$ cat src/rtl/qsn_pipe_pkg.sv
// Shared configuration for the LDPC quasi-cyclic shift network.
package configs;
  localparam int DWIDTH        = 8;
  localparam int LiftingFactor = 8;
  localparam int SEL           = $clog2(LiftingFactor);
  localparam int ZW            = SEL + 1;
  localparam int TAGW          = 4;

  typedef logic [DWIDTH-1:0] qsn_vec_t [LiftingFactor];
endpackage

$ cat src/rtl/qsn_pipe_if.sv
// Beat bus of the shift network: input side and output side handshakes.
interface qsn_pipe_if
  import configs::*;
#(
  parameter int DWIDTH        = configs::DWIDTH,
  parameter int LiftingFactor = configs::LiftingFactor,
  parameter int SEL           = configs::SEL,
  parameter int ZW            = SEL + 1,
  parameter int TAGW          = configs::TAGW
);
  logic              in_valid;
  logic              in_ready;
  logic [DWIDTH-1:0] in_data [LiftingFactor];
  logic [SEL-1:0]    in_shift;
  logic [ZW-1:0]     in_z;
  logic              in_inv;
  logic [TAGW-1:0]   in_tag;
  logic              out_valid;
  logic              out_ready;
  logic [DWIDTH-1:0] out_data [LiftingFactor];
  logic [TAGW-1:0]   out_tag;
  logic              out_err;

  modport slave (
    input  in_valid, in_data, in_shift, in_z, in_inv, in_tag, out_ready,
    output in_ready, out_valid, out_data, out_tag, out_err
  );

  modport master (
    output in_valid, in_data, in_shift, in_z, in_inv, in_tag, out_ready,
    input  in_ready, out_valid, out_data, out_tag, out_err
  );
endinterface

$ cat src/rtl/qsn_modz_rot.sv
// Combinational rotator: lane i takes lane (i + r) mod z; lanes >= z are zero.
// An error beat passes through untouched.
module qsn_modz_rot
  import configs::*;
#(
  parameter int DWIDTH        = configs::DWIDTH,
  parameter int LiftingFactor = configs::LiftingFactor,
  parameter int SEL           = configs::SEL,
  parameter int ZW            = SEL + 1
) (
  input  logic [DWIDTH-1:0] vec [LiftingFactor],
  input  logic [SEL-1:0]    r,
  input  logic [ZW-1:0]     z,
  input  logic              err,
  output logic [DWIDTH-1:0] rot [LiftingFactor]
);
  logic [ZW-1:0] idx;

  // i + r stays below 2z, so one conditional subtract gives the mod-z index
  always_comb begin
    idx = '0;
    for (int i = 0; i < LiftingFactor; i++) begin
      idx = ZW'(i) + ZW'(r);
      if (idx >= z) idx = idx - z;
      if (err)              rot[i] = vec[i];
      else if (ZW'(i) < z)  rot[i] = vec[idx[SEL-1:0]];
      else                  rot[i] = '0;
    end
  end
endmodule

$ cat src/rtl/qsn_pipe.sv
// Two-stage registered quasi-cyclic shift network with valid/ready backpressure.
// Stage A normalises the rotation, stage B holds the rotated lanes.
module qsn_pipe
  import configs::*;
#(
  parameter int DWIDTH        = configs::DWIDTH,
  parameter int LiftingFactor = configs::LiftingFactor,
  parameter int SEL           = configs::SEL,
  parameter int ZW            = SEL + 1,
  parameter int TAGW          = 4
) (
  input logic        clk,
  input logic        rst,
  qsn_pipe_if.slave  bus
);
  logic              vld_p0, vld_p1;
  logic              adv_p0, adv_p1;
  logic [DWIDTH-1:0] data_p0 [LiftingFactor];
  logic [DWIDTH-1:0] rot_p0  [LiftingFactor];
  logic [DWIDTH-1:0] data_p1 [LiftingFactor];
  logic [TAGW-1:0]   tag_p0, tag_p1;
  logic [ZW-1:0]     z_p0;
  logic [SEL-1:0]    r_p0;
  logic              err_p0, err_p1;
  logic              err_in;

  function automatic logic beat_err(input logic [ZW-1:0] z, input logic [SEL-1:0] s);
    return (z == '0) || (z > ZW'(LiftingFactor)) || (ZW'(s) >= z);
  endfunction

  // Inverse rotation by s equals forward rotation by z - s (0 stays 0)
  function automatic logic [SEL-1:0] norm_rot(input logic [ZW-1:0] z, input logic [SEL-1:0] s,
                                              input logic inv, input logic err);
    logic [ZW-1:0] d;
    d = z - ZW'(s);
    if (err)       return '0;
    if (!inv)      return s;
    if (s == '0)   return '0;
    return d[SEL-1:0];
  endfunction

  assign err_in       = beat_err(bus.in_z, bus.in_shift);
  assign adv_p1       = !vld_p1 || bus.out_ready;
  assign adv_p0       = !vld_p0 || adv_p1;
  assign bus.in_ready = !rst && adv_p0;

  // ---- stage A: capture beat and normalised rotation
  // Stage A occupancy
  always_ff @(posedge clk) begin
    if (rst)         vld_p0 <= 1'b0;
    else if (adv_p0) vld_p0 <= bus.in_valid;
  end

  // Stage A payload, loaded only on an accepted beat
  always_ff @(posedge clk) begin
    if (adv_p0 && bus.in_valid) begin
      data_p0 <= bus.in_data;
      tag_p0  <= bus.in_tag;
      z_p0    <= bus.in_z;
      err_p0  <= err_in;
      r_p0    <= norm_rot(bus.in_z, bus.in_shift, bus.in_inv, err_in);
    end
  end

  qsn_modz_rot #(
    .DWIDTH(DWIDTH), .LiftingFactor(LiftingFactor), .SEL(SEL), .ZW(ZW)
  ) u_rot (
    .vec(data_p0), .r(r_p0), .z(z_p0), .err(err_p0), .rot(rot_p0)
  );

  // ---- stage B: rotated lanes, held while downstream stalls
  // Stage B occupancy and output payload; outputs read zero out of reset
  always_ff @(posedge clk) begin
    if (rst) begin
      vld_p1  <= 1'b0;
      data_p1 <= '{default: '0};
      tag_p1  <= '0;
      err_p1  <= 1'b0;
    end else if (adv_p1) begin
      vld_p1 <= vld_p0;
      if (vld_p0) begin
        data_p1 <= rot_p0;
        tag_p1  <= tag_p0;
        err_p1  <= err_p0;
      end
    end
  end

  assign bus.out_valid = vld_p1;
  assign bus.out_data  = data_p1;
  assign bus.out_tag   = tag_p1;
  assign bus.out_err   = err_p1;
endmodule

$ cat src/flat_wrapper.sv
// flat-port wrapper written by rule: the top's interface ports become plain ports
module qsn_pipe_flat import configs::*;
#(
  parameter int DWIDTH        = configs::DWIDTH,
  parameter int LiftingFactor = configs::LiftingFactor,
  parameter int SEL           = configs::SEL,
  parameter int ZW            = SEL + 1,
  parameter int TAGW          = 4
)
  (clk, rst, bus_in_valid, bus_in_data, bus_in_shift, bus_in_z, bus_in_inv, bus_in_tag, bus_out_ready, bus_in_ready, bus_out_valid, bus_out_data, bus_out_tag, bus_out_err);
  qsn_pipe_if #(.DWIDTH(DWIDTH), .LiftingFactor(LiftingFactor), .SEL(SEL), .ZW(ZW), .TAGW(TAGW)) bus_i ();
  input logic clk;
  input logic rst;
  input wire logic [$bits(bus_i.in_valid)-1:0] bus_in_valid;
  input wire logic [$bits(bus_i.in_data)-1:0] bus_in_data;
  input wire logic [$bits(bus_i.in_shift)-1:0] bus_in_shift;
  input wire logic [$bits(bus_i.in_z)-1:0] bus_in_z;
  input wire logic [$bits(bus_i.in_inv)-1:0] bus_in_inv;
  input wire logic [$bits(bus_i.in_tag)-1:0] bus_in_tag;
  input wire logic [$bits(bus_i.out_ready)-1:0] bus_out_ready;
  output wire logic [$bits(bus_i.in_ready)-1:0] bus_in_ready;
  output wire logic [$bits(bus_i.out_valid)-1:0] bus_out_valid;
  output wire logic [$bits(bus_i.out_data)-1:0] bus_out_data;
  output wire logic [$bits(bus_i.out_tag)-1:0] bus_out_tag;
  output wire logic [$bits(bus_i.out_err)-1:0] bus_out_err;
  assign bus_i.in_valid = bus_in_valid;
  assign bus_i.in_data = {>>{bus_in_data}};
  assign bus_i.in_shift = bus_in_shift;
  assign bus_i.in_z = bus_in_z;
  assign bus_i.in_inv = bus_in_inv;
  assign bus_i.in_tag = bus_in_tag;
  assign bus_i.out_ready = bus_out_ready;
  assign bus_in_ready = bus_i.in_ready;
  assign bus_out_valid = bus_i.out_valid;
  assign bus_out_data = {>>{bus_i.out_data}};
  assign bus_out_tag = bus_i.out_tag;
  assign bus_out_err = bus_i.out_err;
  qsn_pipe #(.DWIDTH(DWIDTH), .LiftingFactor(LiftingFactor), .SEL(SEL), .ZW(ZW), .TAGW(TAGW)) u_core (.clk(clk), .rst(rst), .bus(bus_i));
endmodule
$ cat config.mk
export PLATFORM = sky130hd
export DESIGN_NAME = qsn_pipe_flat
export DESIGN_NICKNAME = d
export VERILOG_FILES = /design/src/rtl/qsn_pipe_pkg.sv /design/src/rtl/qsn_pipe_if.sv /design/src/rtl/qsn_modz_rot.sv /design/src/rtl/qsn_pipe.sv /design/src/flat_wrapper.sv
export SDC_FILE = /design/constraint.sdc
export NUM_CORES = 1
export LEC_CHECK = 0
export CORE_AREA = 2 2 151 153
export DETAILED_ROUTE_END_ITERATION = 10
export DIE_AREA = 0 0 153 155
export PLACE_DENSITY = 0.83
export SLEW_MARGIN = 0
export SYNTH_ARGS = -nofsm -noshare
export SYNTH_HDL_FRONTEND = slang
export SYNTH_SLANG_ARGS = --single-unit
export TNS_END_PERCENT = 5
$ cat constraint.sdc
create_clock -name clk -period 8.4 [get_ports clk]
set_input_delay 1.68 -clock clk [delete_from_list [all_inputs] [get_ports clk]]
set_output_delay 1.68 -clock clk [all_outputs]
set_load 0.1 [all_outputs]
After elaboration in Yosys (flattened, before gate mapping)
Index checks and enable logic that the tools add are counted.
{"block": "word_totals", "mem_count": 0, "output_inout_bits": 71, "latchBits": 0, "rom_bits": 0, "mem_bits_rw": 0, "register_bits": 147}
{"block": "op_classes", "muxes": 63, "multipliers": 0, "add_sub_neg": 16, "eq_ne": 0, "reduce_logical": 12, "shifts": 0, "order_cmp": 26, "n_div": 0, "bitwise": 8}
{"op": "$mux 8", "n": 32}
{"op": "$bmux 8 s3", "n": 8}
{"op": "$mux 3", "n": 14}
{"op": "$ge 4x4->1 const B", "n": 8}
{"op": "$not 3->4", "n": 8}
{"op": "$ge 4x4->1", "n": 7}
{"op": "$sub 3x3->3", "n": 9}
{"op": "$add 3x3->4 const A", "n": 4}
{"op": "$lt 3x4->1 const A", "n": 4}
{"op": "$mux 1", "n": 9}
{"op": "$add 2x3->4 const A", "n": 2}
{"op": "$ge 3x4->1", "n": 2}
{"op": "$lt 1x4->1 const A", "n": 2}
{"op": "$lt 2x4->1 const A", "n": 2}
{"op": "$add 1x3->4 const A", "n": 1}
{"op": "$gt 4x4->1 const B", "n": 1}
{"op": "$logic_not 4->1", "n": 1}
{"op": "$logic_or 1x1->1", "n": 4}
{"op": "$logic_not 1->1", "n": 3}
{"op": "$logic_not 3->1", "n": 1}
{"op": "$logic_and 1x1->1", "n": 2}
{"op": "$reduce_and 2->1", "n": 1}

Longest topological paths before layout
{"block": "depth", "depth_word": 13, "mapped_depth": 15, "mapped_depth_nobuf": 12}

Cells and area by module
Synthesis repeated with hierarchy kept, for this count alone.
{"block": "unflattened", "cells_unflattened": 1288, "hier_area_um2": 11573.6}
{"module": "qsn_modz_rot", "area_per_inst_um2": 6369.9, "n_inst": 1, "cells_each": 857}
{"module": "qsn_pipe", "area_per_inst_um2": 5203.7, "n_inst": 1, "cells_each": 431}

Worst setup path after synthesis
No wires, ideal clock.
{"block": "synth_path", "kind": "input port to flip-flop", "start": "in bus_out_ready", "end": "reg u_core.data_p0[0] (netlist name), enable pin", "t_arrival_ps": 7294, "path_buffers": 0, "path_slack_ps": 478, "setup_ps": 627, "required_time_ps": 7773, "stages": 2, "cell_sequence": "nor2b_1 -> a21boi_0"}
{"block": "synth_between", "elab_chain_cells": 3}
{"item": "start: declaration", "line_no": "flat_wrapper.sv:20", "source": "input wire logic [$bits(bus_i.out_ready)-1:0] bus_out_ready;"}
{"item": "$logic_or 1x1->1", "line_no": "qsn_pipe.sv:43", "source": "assign adv_p1 = !vld_p1 || bus.out_ready;"}
{"item": "$logic_or 1x1->1", "line_no": "qsn_pipe.sv:44", "source": "assign adv_p0 = !vld_p0 || adv_p1;"}
{"item": "$logic_and 1x1->1", "line_no": "qsn_pipe.sv:56", "source": "if (adv_p0 && bus.in_valid) begin"}
{"item": "end signal: assignment", "line_no": "qsn_pipe.sv:57", "source": "data_p0 <= bus.in_data;"}
{"item": "end: declaration", "line_no": "qsn_pipe.sv:18", "source": "logic [DWIDTH-1:0] data_p0 [LiftingFactor];"}
Every way passes these cells.
A chain may end at the register's enable or synchronous reset.

Worst setup path after layout
{"block": "layout_path", "start": "in bus_out_ready", "end": "out bus_in_ready"}
{"block": "layout_between", "elab_chain_cells": 3}
{"item": "$logic_or 1x1->1", "line_no": "qsn_pipe.sv:43"}
{"item": "$logic_or 1x1->1", "line_no": "qsn_pipe.sv:44"}
{"item": "$logic_and 1x1->1", "line_no": "qsn_pipe.sv:45", "source": "assign bus.in_ready = !rst && adv_p0;"}
{"item": "end: declaration", "line_no": "flat_wrapper.sv:21", "source": "output wire logic [$bits(bus_i.in_ready)-1:0] bus_in_ready;"}
Every way passes these cells.

==> summary.md <==
| Metric | Value |
|---|---|
| Status | `finished with violations` |
| GR Overflow Total | `0` |
| Sequential Power Share | `30.9%` |
| Critical Path Most Common Cell | `clkdlybuf4s50_1` |
| Number of synthesized register bits | `147` |
| Hold Violations, Final | `0` |
| Hold/Removal Path Class | `flop to flop` |
| Num ports | `151` |
| Top FF cell, synth | `edfxtp_1` |
| Crit Path Max Fanout | `6` |
| Relative slew slack | `13.0%` |
| Nets | `roughly 1400` |
| Post-CTS Setup Inserts | `0` |
| Mapped Cells | `between 1000 and 1500` |
| Worst Setup SP | `bus_out_ready` |
| Synthesized area per cell | `between 8 and 9 um2` |
| Clock transition at path regs | `around 70 ps` |
| Final std cells w/o fill | `1616` |
| Detail Route Antenna Nets | `0` |
| Gpl congestion | `1.00` |
| Root buffer cell | `clkbuf_16` |
| Adder-cell share of the synthesized area | `4.41%` |
| Post-synthesis cell area | `11100 um2` |
| Hold buffer count at CTS | `0` |
| CTS tree | `done` |
| Final Setup Violations | `0` |
| Crit path max-delay cell type | `clkdlybuf4s50_1` |
| Post-synth EDFFs | `76` |
| Peak Freq | `185 MHz` |
| Die Width | `roughly 150 um` |
| Initial Util | `49.7%` |
| Critical Path Source Type | `input port` |
| P&R area growth vs syn | `19.1%` |
| DRC viols | `3` |
| Die ar. | `roughly 24000 um2` |
| Critical Path RT | `6720 ps` |
| CORE AREA | `~22000 um2` |
| Largest family of logic cells by synthesized area | `compound AO/OA/AOI/OAI gates` |
| Combinational power share | `41.7%` |
| HPWL Detailed | `28300 um` |
| Clk_skew | `14.6 ps` |
| Placed cells | `between 1500 and 2000` |
| Synth cell types | `64` |
| Post-synthesis sequential area ratio | `33.5%` |
| Internal power | `between 0.0015 and 0.002 W` |
| Nature of the critical path endpoint | `output pin` |
| Num CTS Buffers | `17` |
| R2r startpoint | `u_core.r_p0[0]` |
| Largest net degree at the start of global routing | `75` |
| Critical Path AT | `3710 ps` |
| Proportion of layout cells with a drive suffix above 1 | `6.76%` |
| Final number of max-transition violations | `0` |
| Switching share of power | `roughly 43%` |
| Min-delay src | `u_core.bus.out_err` |
| I/O Buffers | `150` |
| Worst hold slack | `around 460 ps` |
| CTS HTree Levels | `4` |
| Slowest stage delay, CP | `990 ps` |
| Synth async-reset ratio | `0%` |
| Synth Area in Simple Gates | `16.3%` |
| Synth Area in Compound Gates | `20.3%` |
| Critical-path cell list | `clkdlybuf4s50_1, nor2b_1, a21oi_1, clkdlybuf4s50_1` |
| Via density | `7.05` |
| WL/cell | `roughly 28 um` |
| Post-Route WL | `45300 um` |
| Post-Synth XOR/XNOR Area | `0.792%` |
| VDD IR max | `0.000147 V` |
| GRT Total Usage | `a little under two fifths` |
| Least-Margin Pin Slew | `approximately 1300 ps` |
| CP Class | `input port to output pin` |
| P per Cell Area | `230 nW/um2` |
| Post-synthesis mux area share | `18.8%` |
| Psw | `0.00132 W` |
| Max Cap Viol | `0` |
| Synthesized net count | `1377` |
| Sink Count | `147` |
| Via count | `around 11000` |
| Unrepaired setup endpoints after global routing | `false` |
| Post-Route Setup TNS | `0 ps` |
| Initial antenna violation count | `3` |
| Vias in the first global route | `10700` |
| Leak Pwr | `around 5.4 nW` |
| Worst-Skew Late Latency | `between 400 and 500 ps` |
| Failing checks | `design-rule violations` |
| Clk pwr share | `27.4%` |
| First-pass GRT wire length | `65800 um` |
| Die H | `155 um` |
| Drt pass-1 iters | `11` |
| Antenna diode count | `0` |
| Site Rows | `55` |
| 1st-iter DRT viols | `2082` |
| Minimum clock period | `5390 ps` |
| Final core occ | `59.3%` |
| Maximum root-to-sink buffer count | `2` |
| Final Cycle Share | `64.2%` |
| Post-CTS Resized | `0` |
| Total number of yosys warnings | `0` |
[layout make-up]
type,instances,area (um2)
clock buffer,18,429
clock inverter,14,186
fill,1922,9050
inverter,26,97.6
multi-input combinational,955,6750
sequential,147,3700
tap,285,357
timing repair buffer,171,1650
[cells in the mapped netlist (5+ instances only)]
cell type / instances / share of area (%)
clkbuf_1: 94 / 3.2
buf_4: 5 / 0.34
and3_1: 61 / 3.5
a31oi_1: 9 / 0.51
xnor2_1: 7 / 0.55
o2bb2ai_1: 8 / 0.63
nand3_1: 64 / 2.9
fa_1: 5 / 0.91
mux2i_2: 5 / 0.62
buf_2: 24 / 1.1
o32ai_1: 15 / 1.2
mux2i_1: 184 / 17
ha_1: 31 / 3.5
a32oi_1: 8 / 0.63
nand2b_1: 12 / 0.68
a22oi_1: 10 / 0.68
nor2b_1: 11 / 0.62
o22ai_1: 15 / 0.85
o21ai_0: 29 / 1.3
a311oi_1: 7 / 0.55
edfxtp_1: 76 / 21
inv_1: 25 / 0.85
nor2_1: 35 / 1.2
o2111ai_1: 5 / 0.40
buf_1: 7 / 0.24
a31o_2: 8 / 0.63
a21oi_1: 92 / 4.2
a211oi_1: 12 / 0.81
nand2_1: 190 / 6.4
or3_1: 6 / 0.34
o21ai_1: 15 / 0.68
a32o_1: 8 / 0.72
a22o_1: 7 / 0.55
a221oi_1: 25 / 2.0
dfxtp_1: 71 / 13
o31ai_1: 11 / 0.75
a222oi_1: 9 / 0.81
[state kept, by name, indices dropped and copies added (netlist names)]
name / flops
u_core.data_p0: 64
u_core.z_p0: 4
u_core.vld_p0: 1
u_core.bus.out_err: 1
u_core.bus.out_data: 64
u_core.err_p0: 1
u_core.tag_p0: 4
u_core.bus.out_valid: 1
u_core.bus.out_tag: 4
u_core.r_p0: 3
[critical path: cells and delay by family]
kind,cells,cell delay [ps]
compound gates,1,170
simple gates,1,470
buf+inv,2,1390
[final timing paths]
kind / to / slack, ps / depth (start not counted)
setup / recovery: bus_in_ready / 3010 / 4
hold / removal: u_core.bus.out_err / 460 / 2
hold reg to reg: u_core.bus.out_err / 460 / 2
setup reg to reg: u_core.bus.out_data[23] / 3160 / 10
[power groups by stage]
stage,Clock (W),Sequential [W],Combinational [W]
floorplan,0,0.00106,0.000757
global placement,0,0.000932,0.00121
detailed placement,0,0.000933,0.00123
CTS,0.000826,0.000917,0.00124
global route,0.000855,0.000929,0.00133
finish,0.000832,0.000937,0.00127
[cell usage in the layout (no fill, tap or decap), drive strengths merged, types with 34 or more instances in the layout]
cell type / n
a21oi: 95
nand2: 190
edfxtp: 76
o21ai: 47
mux2i: 192
inv: 34
clkdlybuf4s50: 149
nand3: 64
dfxtp: 71
nor2: 36
and3: 61
[cells by family after synthesis]
group,Yosys count
DFF,147
muxes,197
buffers and inverters,159
adders and majority gates,36
AOI/OAI and AO/OA,320
xor gates and xnor gates,10
and+or+nand+nor,392
[metrics by stage]
stage	instance area, um2	setup slack [ps]	total power, W
after CTS	13200	3010	0.00298
final	13200	3010	0.00303
after detailed placement	12600	3000	0.00217
after floorplan	11100	478	0.00182
after global routing	13200	2890	0.00311
after global placement	12600	3060	0.00214
[layer usage]
| layer | global-route usage, % | up-vias | wire, um |
|---|---|---|---|
| met4 | 22.1 | 4 | 3730 |
| li1 | - | 4800 | - |
| met2 | 53.5 | 1017 | 18400 |
| met1 | 46.1 | 5247 | 16000 |
| met3 | 14.7 | 328 | 7110 |
| met5 | 1.66 | - | 68 |
No activity file was read; power rests on OpenSTA's default activity.
